$ cat src/rtl/rx_cond_pkg.sv
// Shared constants, width helpers and parameter legality predicates for the
// rx_line_conditioner receive front end.
package rx_cond_pkg;

  // Level an idle UART line rests at; all line-level state resets to it.
  localparam logic IDLE_LEVEL = 1'b1;

  // Width of the glitch-filter counter for a given filter length.
  function automatic int unsigned filt_cnt_width(input int unsigned filter_cycles);
    return (filter_cycles < 1) ? 1 : $clog2(filter_cycles + 1);
  endfunction

  // Width of the saturating break-duration counter.
  function automatic int unsigned brk_cnt_width(input int unsigned break_cycles);
    return (break_cycles < 1) ? 1 : $clog2(break_cycles + 1);
  endfunction

  function automatic bit channels_ok(input int unsigned channels);
    return channels >= 1;
  endfunction

  function automatic bit sync_stages_ok(input int unsigned sync_stages);
    return (sync_stages >= 2) && (sync_stages <= 4);
  endfunction

  function automatic bit filter_cycles_ok(input int unsigned filter_cycles);
    return (filter_cycles >= 1) && (filter_cycles <= 255);
  endfunction

  function automatic bit break_cycles_ok(input int unsigned break_cycles);
    return break_cycles >= 1;
  endfunction

endpackage

$ cat src/rtl/rx_cond_channel.sv
// One receive channel: pull-up resolution, synchroniser, consecutive-sample
// glitch filter (or bypass), registered edge strobes and, when
// RX_COND_BREAK_DETECT_EN is defined, a saturating break detector.
module rx_cond_channel
  import rx_cond_pkg::*;
#(
  parameter int unsigned SYNC_STAGES   = 2,
  parameter int unsigned FILTER_CYCLES = 4,
  parameter int unsigned BREAK_CYCLES  = 1024
) (
  input  logic clk,
  input  logic rst,
  input  logic serial_in,
  input  logic line_driven,
  input  logic pullup_en,
  input  logic filt_en,
  output logic rx_out,
  output logic fall_edge,
  output logic rise_edge
`ifdef RX_COND_BREAK_DETECT_EN
  ,
  output logic break_det
`endif
);

  if (!sync_stages_ok(SYNC_STAGES)) begin : g_bad_sync
    $error("rx_cond_channel: SYNC_STAGES must be in 2..4");
  end
  if (!filter_cycles_ok(FILTER_CYCLES)) begin : g_bad_filter
    $error("rx_cond_channel: FILTER_CYCLES must be in 1..255");
  end
  if (!break_cycles_ok(BREAK_CYCLES)) begin : g_bad_break
    $error("rx_cond_channel: BREAK_CYCLES must be at least 1");
  end

  localparam int unsigned FiltW = filt_cnt_width(FILTER_CYCLES);
  // Count value at which one more disagreeing sample flips the output.
  localparam logic [FiltW-1:0] FiltLast = FiltW'(FILTER_CYCLES - 1);

  logic                   eff;
  logic [SYNC_STAGES-1:0] sync_q;
  logic                   sync_lvl;
  logic                   rx_d, rx_q;
  logic [FiltW-1:0]       cnt_d, cnt_q;
  logic                   fall_d, fall_q;
  logic                   rise_d, rise_q;

  // An undriven line with its pull-up enabled reads high.
  assign eff      = pullup_en ? (serial_in | ~line_driven) : serial_in;
  assign sync_lvl = sync_q[SYNC_STAGES-1];

  // Synchroniser chain, idle-high out of reset.
  always_ff @(posedge clk or posedge rst) begin
    if (rst) begin
      sync_q <= {SYNC_STAGES{IDLE_LEVEL}};
    end else begin
      sync_q <= {sync_q[SYNC_STAGES-2:0], eff};
    end
  end

  // Next output level and filter count; strobes derive from the new level.
  always_comb begin
    rx_d  = rx_q;
    cnt_d = '0;
    if (!filt_en) begin
      rx_d = sync_lvl;
    end else if (sync_lvl != rx_q) begin
      if (cnt_q == FiltLast) begin
        rx_d = sync_lvl;
      end else begin
        cnt_d = cnt_q + FiltW'(1);
      end
    end
    fall_d = rx_q & ~rx_d;
    rise_d = ~rx_q & rx_d;
  end

  // Output level, filter counter and edge strobe registers.
  always_ff @(posedge clk or posedge rst) begin
    if (rst) begin
      rx_q   <= IDLE_LEVEL;
      cnt_q  <= '0;
      fall_q <= 1'b0;
      rise_q <= 1'b0;
    end else begin
      rx_q   <= rx_d;
      cnt_q  <= cnt_d;
      fall_q <= fall_d;
      rise_q <= rise_d;
    end
  end

  assign rx_out    = rx_q;
  assign fall_edge = fall_q;
  assign rise_edge = rise_q;

`ifdef RX_COND_BREAK_DETECT_EN
  localparam int unsigned BrkW = brk_cnt_width(BREAK_CYCLES);
  localparam logic [BrkW-1:0] BrkMax = BrkW'(BREAK_CYCLES);

  logic [BrkW-1:0] brk_cnt_d, brk_cnt_q;
  logic            brk_d, brk_q;

  // Count low cycles, saturating; flag holds until the line goes high again.
  always_comb begin
    brk_cnt_d = brk_cnt_q;
    if (rx_d) begin
      brk_cnt_d = '0;
    end else if (!rx_q && (brk_cnt_q != BrkMax)) begin
      brk_cnt_d = brk_cnt_q + BrkW'(1);
    end
    brk_d = ~rx_d & (brk_cnt_d == BrkMax);
  end

  // Break counter and flag registers.
  always_ff @(posedge clk or posedge rst) begin
    if (rst) begin
      brk_cnt_q <= '0;
      brk_q     <= 1'b0;
    end else begin
      brk_cnt_q <= brk_cnt_d;
      brk_q     <= brk_d;
    end
  end

  assign break_det = brk_q;
`endif

endmodule

$ cat src/rtl/rx_line_conditioner.sv
// Multi-channel UART receive-line conditioner. Each channel is an independent
// rx_cond_channel; filt_en is shared. Defining RX_COND_BREAK_DETECT_EN adds
// the break_det output and per-channel break counters.
module rx_line_conditioner
  import rx_cond_pkg::*;
#(
  parameter int unsigned CHANNELS      = 2,
  parameter int unsigned SYNC_STAGES   = 2,
  parameter int unsigned FILTER_CYCLES = 4,
  parameter int unsigned BREAK_CYCLES  = 1024
) (
  input  logic                clk,
  input  logic                rst,
  input  logic [CHANNELS-1:0] serial_in,
  input  logic [CHANNELS-1:0] line_driven,
  input  logic [CHANNELS-1:0] pullup_en,
  input  logic                filt_en,
  output logic [CHANNELS-1:0] rx_out,
  output logic [CHANNELS-1:0] fall_edge,
  output logic [CHANNELS-1:0] rise_edge
`ifdef RX_COND_BREAK_DETECT_EN
  ,
  output logic [CHANNELS-1:0] break_det
`endif
);

  if (!channels_ok(CHANNELS)) begin : g_bad_channels
    $error("rx_line_conditioner: CHANNELS must be at least 1");
  end

  for (genvar i = 0; i < CHANNELS; i++) begin : g_chan
    rx_cond_channel #(
      .SYNC_STAGES  (SYNC_STAGES),
      .FILTER_CYCLES(FILTER_CYCLES),
      .BREAK_CYCLES (BREAK_CYCLES)
    ) u_chan (
      .clk        (clk),
      .rst        (rst),
      .serial_in  (serial_in[i]),
      .line_driven(line_driven[i]),
      .pullup_en  (pullup_en[i]),
      .filt_en    (filt_en),
      .rx_out     (rx_out[i]),
      .fall_edge  (fall_edge[i]),
      .rise_edge  (rise_edge[i])
`ifdef RX_COND_BREAK_DETECT_EN
      ,
      .break_det  (break_det[i])
`endif
    );
  end

endmodule
$ cat config.mk
export PLATFORM = sky130hd
export DESIGN_NAME = rx_line_conditioner
export DESIGN_NICKNAME = d
export VERILOG_FILES = /design/src/rtl/rx_cond_pkg.sv /design/src/rtl/rx_cond_channel.sv /design/src/rtl/rx_line_conditioner.sv
export SDC_FILE = /design/constraint.sdc
export NUM_CORES = 1
export LEC_CHECK = 0
export BUFFER_PORTS_ARGS = -buffer_cell sky130_fd_sc_hd__buf_2
export CAP_MARGIN = 10
export CELL_PAD_IN_SITES_DETAIL_PLACEMENT = 0
export CELL_PAD_IN_SITES_GLOBAL_PLACEMENT = 2
export CORE_ASPECT_RATIO = 1.2
export CORE_MARGIN = 2
export CORE_UTILIZATION = 36
export DETAILED_ROUTE_END_ITERATION = 8
export HOLD_SLACK_MARGIN = 0.12
export PLACE_DENSITY = 0.77
export RECOVER_POWER = 100
export SETUP_SLACK_MARGIN = 0.4
export SYNTH_ARGS = -nofsm -noshare
export SYNTH_HDL_FRONTEND = slang
export SYNTH_SLANG_ARGS = --single-unit
$ cat constraint.sdc
create_clock -name clk -period 2.6 [get_ports clk]
set_input_delay 0.39 -clock clk [delete_from_list [all_inputs] [get_ports clk]]
set_output_delay 0.39 -clock clk [all_outputs]
set_load 0.02 [all_outputs]
==> results.ini, run 1 <==
[route]
routed.top_layer=met4
vias=360
wl_met3_um=47
wl_um=845
antenna_left=0
first_pass_iters=1
first_iter_violations=0
routed-wl-met2_um=364
wl_per_cell_um=10.4
routed_via_density=4.44
drc=0
wl_met1_um=389

[layout]
fill_cells=172
nets=75
drive_gt1_share_pct=33.9
fin_area_um2=721
diodes=0
syn_to_final_growth_pct=6.47

[cts]
cts_made_buffers=3
hold_buffers=0
cts.root.buffer_cell=clkbuf_4
clk_pin_slew_ns=0.09
clock_latency_ns=0.28
cts_resized=0
cts_sinks=16
cts_max_level=1
clockBufferDepth=2
post_cts_buffers=0
cts_tree=built

[placement]
portBuffers=14
place_congestion=0.645
placed_area_um2=726
place_hpwl_um=631

[critical_path]
crit_path_end_kind=output pin
cp.arrival_ns=1.13
critPathSlowestCell=dfstp_1
path_cells=clkbuf_1
critPathMaxStageDelay_ns=0.59
critPathKind=reg -> out
cp_num_buf_inv=1
crit_required_ns=2.21
crit_family=flip-flops
critPathLaunchType=flip-flop
cp_max_fo=5

[synthesis]
ys_ff_latch=16
synth_fp_nets=62
yosys-top-cells-count=dfrtp_1, buf_4, dfstp_2, nand2_1
synth_flop_cell=dfrtp_1
synth_area_um2=677
yosysWarnings=0
synth_area_leaders=dfrtp_1, dfstp_2, nor3b_2, buf_4, and3b_2
synth_top_cell_area_share_pct=37.0
synth_cell_types=13
ys_seq_area_share_pct=60.3
yosys.cell_count.top_type=dfrtp_1
synth_edf_count=0
async_reset_ff_share_pct=100
avgSynthCellArea_um2=13.3
synthCells=51
synth_top_area_cell=dfrtp_1

[power_and_ir_drop]
ir_worst_vdd_mv=0.367
leakage_nw=0.365
p_per_area_nw_per_um2=643
fin_total_pwr_uw=463

[sta]
max-slew-margin-rel_pct=61.3
hold_violations=0
worst_slew_pin_slew_ns=0.580
finalClockSkew_ns=0.000933
rsz0062_at_grt=false
maxSlewViolCount=0
min_period_ns=1.52
setup_viol=0
min_period_over_period_pct=58.3
setup_tns_ns=0
max_freq_mhz=660

[global_routing]
grt_pass1_wl_um=1500
grt_max_degree=17
grt_pass1_vias=354
grt_use_total_pct=9.76
grt_antenna_before_repair=0
grt_overflow=0

[run]
maxCapViolCount=0

[die]
num_rows=17
die_y_um=51.5
coreArea_um2=1810
dieArea_um2=2240
start_util_pct=37.4
io_pins=15
die_w_um=43.6

[min_path]
hold_class=in -> async

[outcome]
outcome=complete, no violations

[metal layers]
metal / track usage, % / up-vias
met5: 0 / -
met4: 10.6 / 0
met3: 2.08 / 5
met2: 14.2 / 13
met1: 11.0 / 162
li1: - / 180
[final timing paths]
path,start,slack (ns),cells after the start,end
min in group clk,serial_in[0],0.28,2,g_chan[0].u_chan.sync_q[0]
setup / recovery,g_chan[0].u_chan.rx_out,1.08,1,rx_out[0]
hold / removal,rst,0.15,2,g_chan[0].u_chan.fall_edge
setup reg to reg,g_chan[0].u_chan.rx_out,1.44,3,g_chan[0].u_chan.cnt_q[2]
hold reg to reg,g_chan[1].u_chan.sync_q[0],0.36,0,g_chan[1].u_chan.sync_q[1]
max in group asynchronous,rst,2.07,2,g_chan[0].u_chan.sync_q[1]
[flip-flops by register name (all words and copies together) (netlist names)]
register / flops
g_chan.u_chan.rx_out: 2
g_chan.u_chan.cnt_q: 6
g_chan.u_chan.sync_q: 4
g_chan.u_chan.rise_edge: 2
g_chan.u_chan.fall_edge: 2
[metrics by stage]
stage | util [%] | worst slack [ns] | cells | hold WS [ns]
detailed placement | 40.1 | 1.43 | 78 | 0.348
global route | 39.9 | 1.02 | 81 | 0.201
global placement | 40.1 | 1.45 | 78 | 0.346
finish | 39.9 | 1.08 | 81 | 0.152
floorplan | - | 1.51 | 51 | 0.299
CTS | 41.4 | 1.18 | 81 | 0.171
[power by group]
group          switching (mW)  total [mW]  internal, mW
sequential             0.0104       0.281         0.271
clock                  0.0733       0.127        0.0538
combinational          0.0318      0.0552        0.0233
[final cells by class]
class,instances,area [um^2],area share (%)
multi-input combinational,26,193,26.7
timing repair buffer,14,62.6,8.68
sequential,16,408,56.6
clock buffer,3,22.5,3.13
inverter,3,11.3,1.56
tap,19,23.8,3.30
[kinds of logic after synthesis]
logic type / after synthesis / synth area share, %
multiplexers: 2 / 3.33
flip-flops: 16 / 60.3
XOR/XNOR: 2 / 2.59
adder cells (fa/ha/maj): 2 / 3.70
buffers and inverters: 9 / 8.32
AO/OA/AOI/OAI: 2 / 2.22
AND/OR/NAND/NOR: 18 / 19.6
[cell usage in the layout (no fill, tap or decap)]
cell type and count:
nor3b_1 4, mux2_2 2, inv_1 3, nand2_1 6
xor2_1 2, nand2b_1 2, dfstp_1 2, clkbuf_4 3
dfstp_2 4, dfrtp_1 10, a21o_1 2, nor2_1 2
clkbuf_1 6, buf_2 8, and3b_2 4, ha_1 2
No activity file was read; power rests on OpenSTA's default activity.
==> run 2, diff against run 1 <==
--- a/config.mk
+++ b/config.mk
@@ -11,10 +11,10 @@
 export CELL_PAD_IN_SITES_GLOBAL_PLACEMENT = 2
 export CORE_ASPECT_RATIO = 1.2
 export CORE_MARGIN = 2
-export CORE_UTILIZATION = 36
+export CORE_UTILIZATION = 30
 export DETAILED_ROUTE_END_ITERATION = 8
 export HOLD_SLACK_MARGIN = 0.12
-export PLACE_DENSITY = 0.77
+export PLACE_DENSITY = 0.68
 export RECOVER_POWER = 100
 export SETUP_SLACK_MARGIN = 0.4
 export SYNTH_ARGS = -nofsm -noshare
==> constraint.sdc (replaced) <==
create_clock -name clk -period 1.2 [get_ports clk]
set_input_delay 0.18 -clock clk [delete_from_list [all_inputs] [get_ports clk]]
set_output_delay 0.18 -clock clk [all_outputs]
set_load 0.02 [all_outputs]
==> results.ini, run 2 (synthesis results as in run 1) <==
[outcome]
outcome=complete, no violations

[critical_path]
ff2ff_path_depth=4
crit_path_end_kind=output pin
cp.arrival_ns=0.98
critPathLaunchType=flip-flop
crit_cells=1
critPathKind=reg -> out
cp_max_fo=5
critPathSlowestCell=dfstp_2
path_cells=buf_6
crit_required_ns=1.02
timing.rr.start=g_chan[0].u_chan.cnt_q[0]
crit_path_start=g_chan[1].u_chan.rx_out
regToRegSetupSlack_ns=0.06
cp_num_buf_inv=1
crit_family=flip-flops
critPathMaxStageDelay_ns=0.58

[die]
dieArea_um2=2650
num_rows=18
die_y_um=56.0
start_util_pct=32.3
coreArea_um2=2090
io_pins=15
die_w_um=47.4

[sta]
min_period_ns=1.16
max_freq_mhz=862
rsz0062_at_grt=true
setup_slack_ns=0.0404
worst_slew_pin_slew_ns=0.377
setup_viol=0
setup_tns_ns=0
hold_violations=0
max-slew-margin-rel_pct=74.9
hold_ws_ns=0.141
min_period_over_period_pct=96.6
finalClockSkew_ns=0.00144
maxSlewViolCount=0

[layout]
regArea_um2=408
final_common_cell=dfrtp_1
reg.largest.list=g_chan.u_chan.cnt_q: 6 flops, g_chan.u_chan.sync_q: 4 flops
mostFrequentLayoutCells=dfrtp_1, buf_2, buf_4, dfstp_2
fin_area_um2=900
syn_to_final_growth_pct=32.9
fin_cells=107
largest_register_ffs=6
diodes=0
fill_cells=212
drive_gt1_share_pct=51.9
fin_util_pct=43.0
multi_input_area_um2=214
largest_register=g_chan.u_chan.cnt_q
nets=89

[cts]
cts_sinks=16
cts_max_level=1
clock_latency_ns=0.28
cts.root.buffer_cell=clkbuf_4
clk_pin_slew_ns=0.09
clockBufferDepth=2
cts_tree=built
cts_made_buffers=3

[placement]
portBuffers=14
placed_area_um2=752
place_inst=90
place_congestion=0.608
preCtsSetupSlack_ns=0.0488
place_hpwl_um=645

[route]
vias=413
wl_per_cell_um=10.6
first_iter_violations=3
routed_via_density=3.86
first_pass_iters=2
drc=0
wl_um=1130
antenna_left=0

[power_and_ir_drop]
seqPwrFrac_pct=53.1
fin_total_pwr_mw=1.15
clkPwrFrac_pct=30.2
comb_power_share_pct=16.7
leakage_nw=0.455
p_per_area_nw_per_um2=1280
p_sw_uw=275
swShare_pct=23.8
ir_worst_vdd_mv=0.527
p_int_uw=880

[global_routing]
grt_antenna_before_repair=0
grt_overflow=0
grt_pass1_wl_um=1640
grt_use_total_pct=8.93
grt_max_degree=17
grt_pass1_vias=430

[min_path]
holdCritStartpoint=line_driven[1]
min_delay_path_depth=3
hold_class=in -> reg

[run]
maxCapViolCount=0

[run 2: timing repair]
item                                   in CTS  in global routing
setup buffers                               6                  2
setup endpoints to repair                  18                 18
resized for setup                          12                  5
endpoints found under the hold margin      18                  0
hold buffers                                5                  0
pin swaps                                   6                  2
[run 2: worst reg2reg max path, delay by kind of cell, from the launching register on]
kind | cells | cell delay, ns
adder cells (fa/ha/maj) | 1 | 0.19
flip-flops | 1 | 0.39
multiplexers | 1 | 0.31
AND/OR/NAND/NOR | 2 | 0.18
[run 2: area by class of cell]
cell class / count / area share [%]
flip-flops and latches: 16 / 45.3
multi-input cells: 26 / 23.8
repair buffers: 28 / 21.4
well taps: 30 / 4.17
clock buffers: 4 / 4.03
inverters: 3 / 1.25
[run 2: power by group through the flow]
stage	combinational (mW)	sequential, mW	clock (mW)
6_report	0.193	0.614	0.348
5_1_grt	0.214	0.619	0.391
4_1_cts	0.193	0.616	0.368
3_5_place_dp	0.139	0.625	0
3_3_place_gp	0.137	0.623	0
2_1_floorplan	0.121	0.621	0
[run 2: routing by layer]
layer / GRT usage [%] / vias to the layer above / share of wire, %
li1: - / 211 / -
met1: 8.91 / 186 / 40
met2: 13.7 / 14 / 53
met3: 3.57 / 2 / 6.1
met4: 7.14 / 0 / 1.1
met5: 0 / - / 0
[run 2: path summary, 6_finish.rpt]
path                                                    to
worst min register to register  g_chan[0].u_chan.sync_q[1]
worst min-delay path            g_chan[1].u_chan.sync_q[0]
min in group asynchronous        g_chan[0].u_chan.cnt_q[0]
worst max-delay path                             rx_out[1]
worst max register to register     g_chan[0].u_chan.rx_out
max in group asynchronous          g_chan[1].u_chan.rx_out
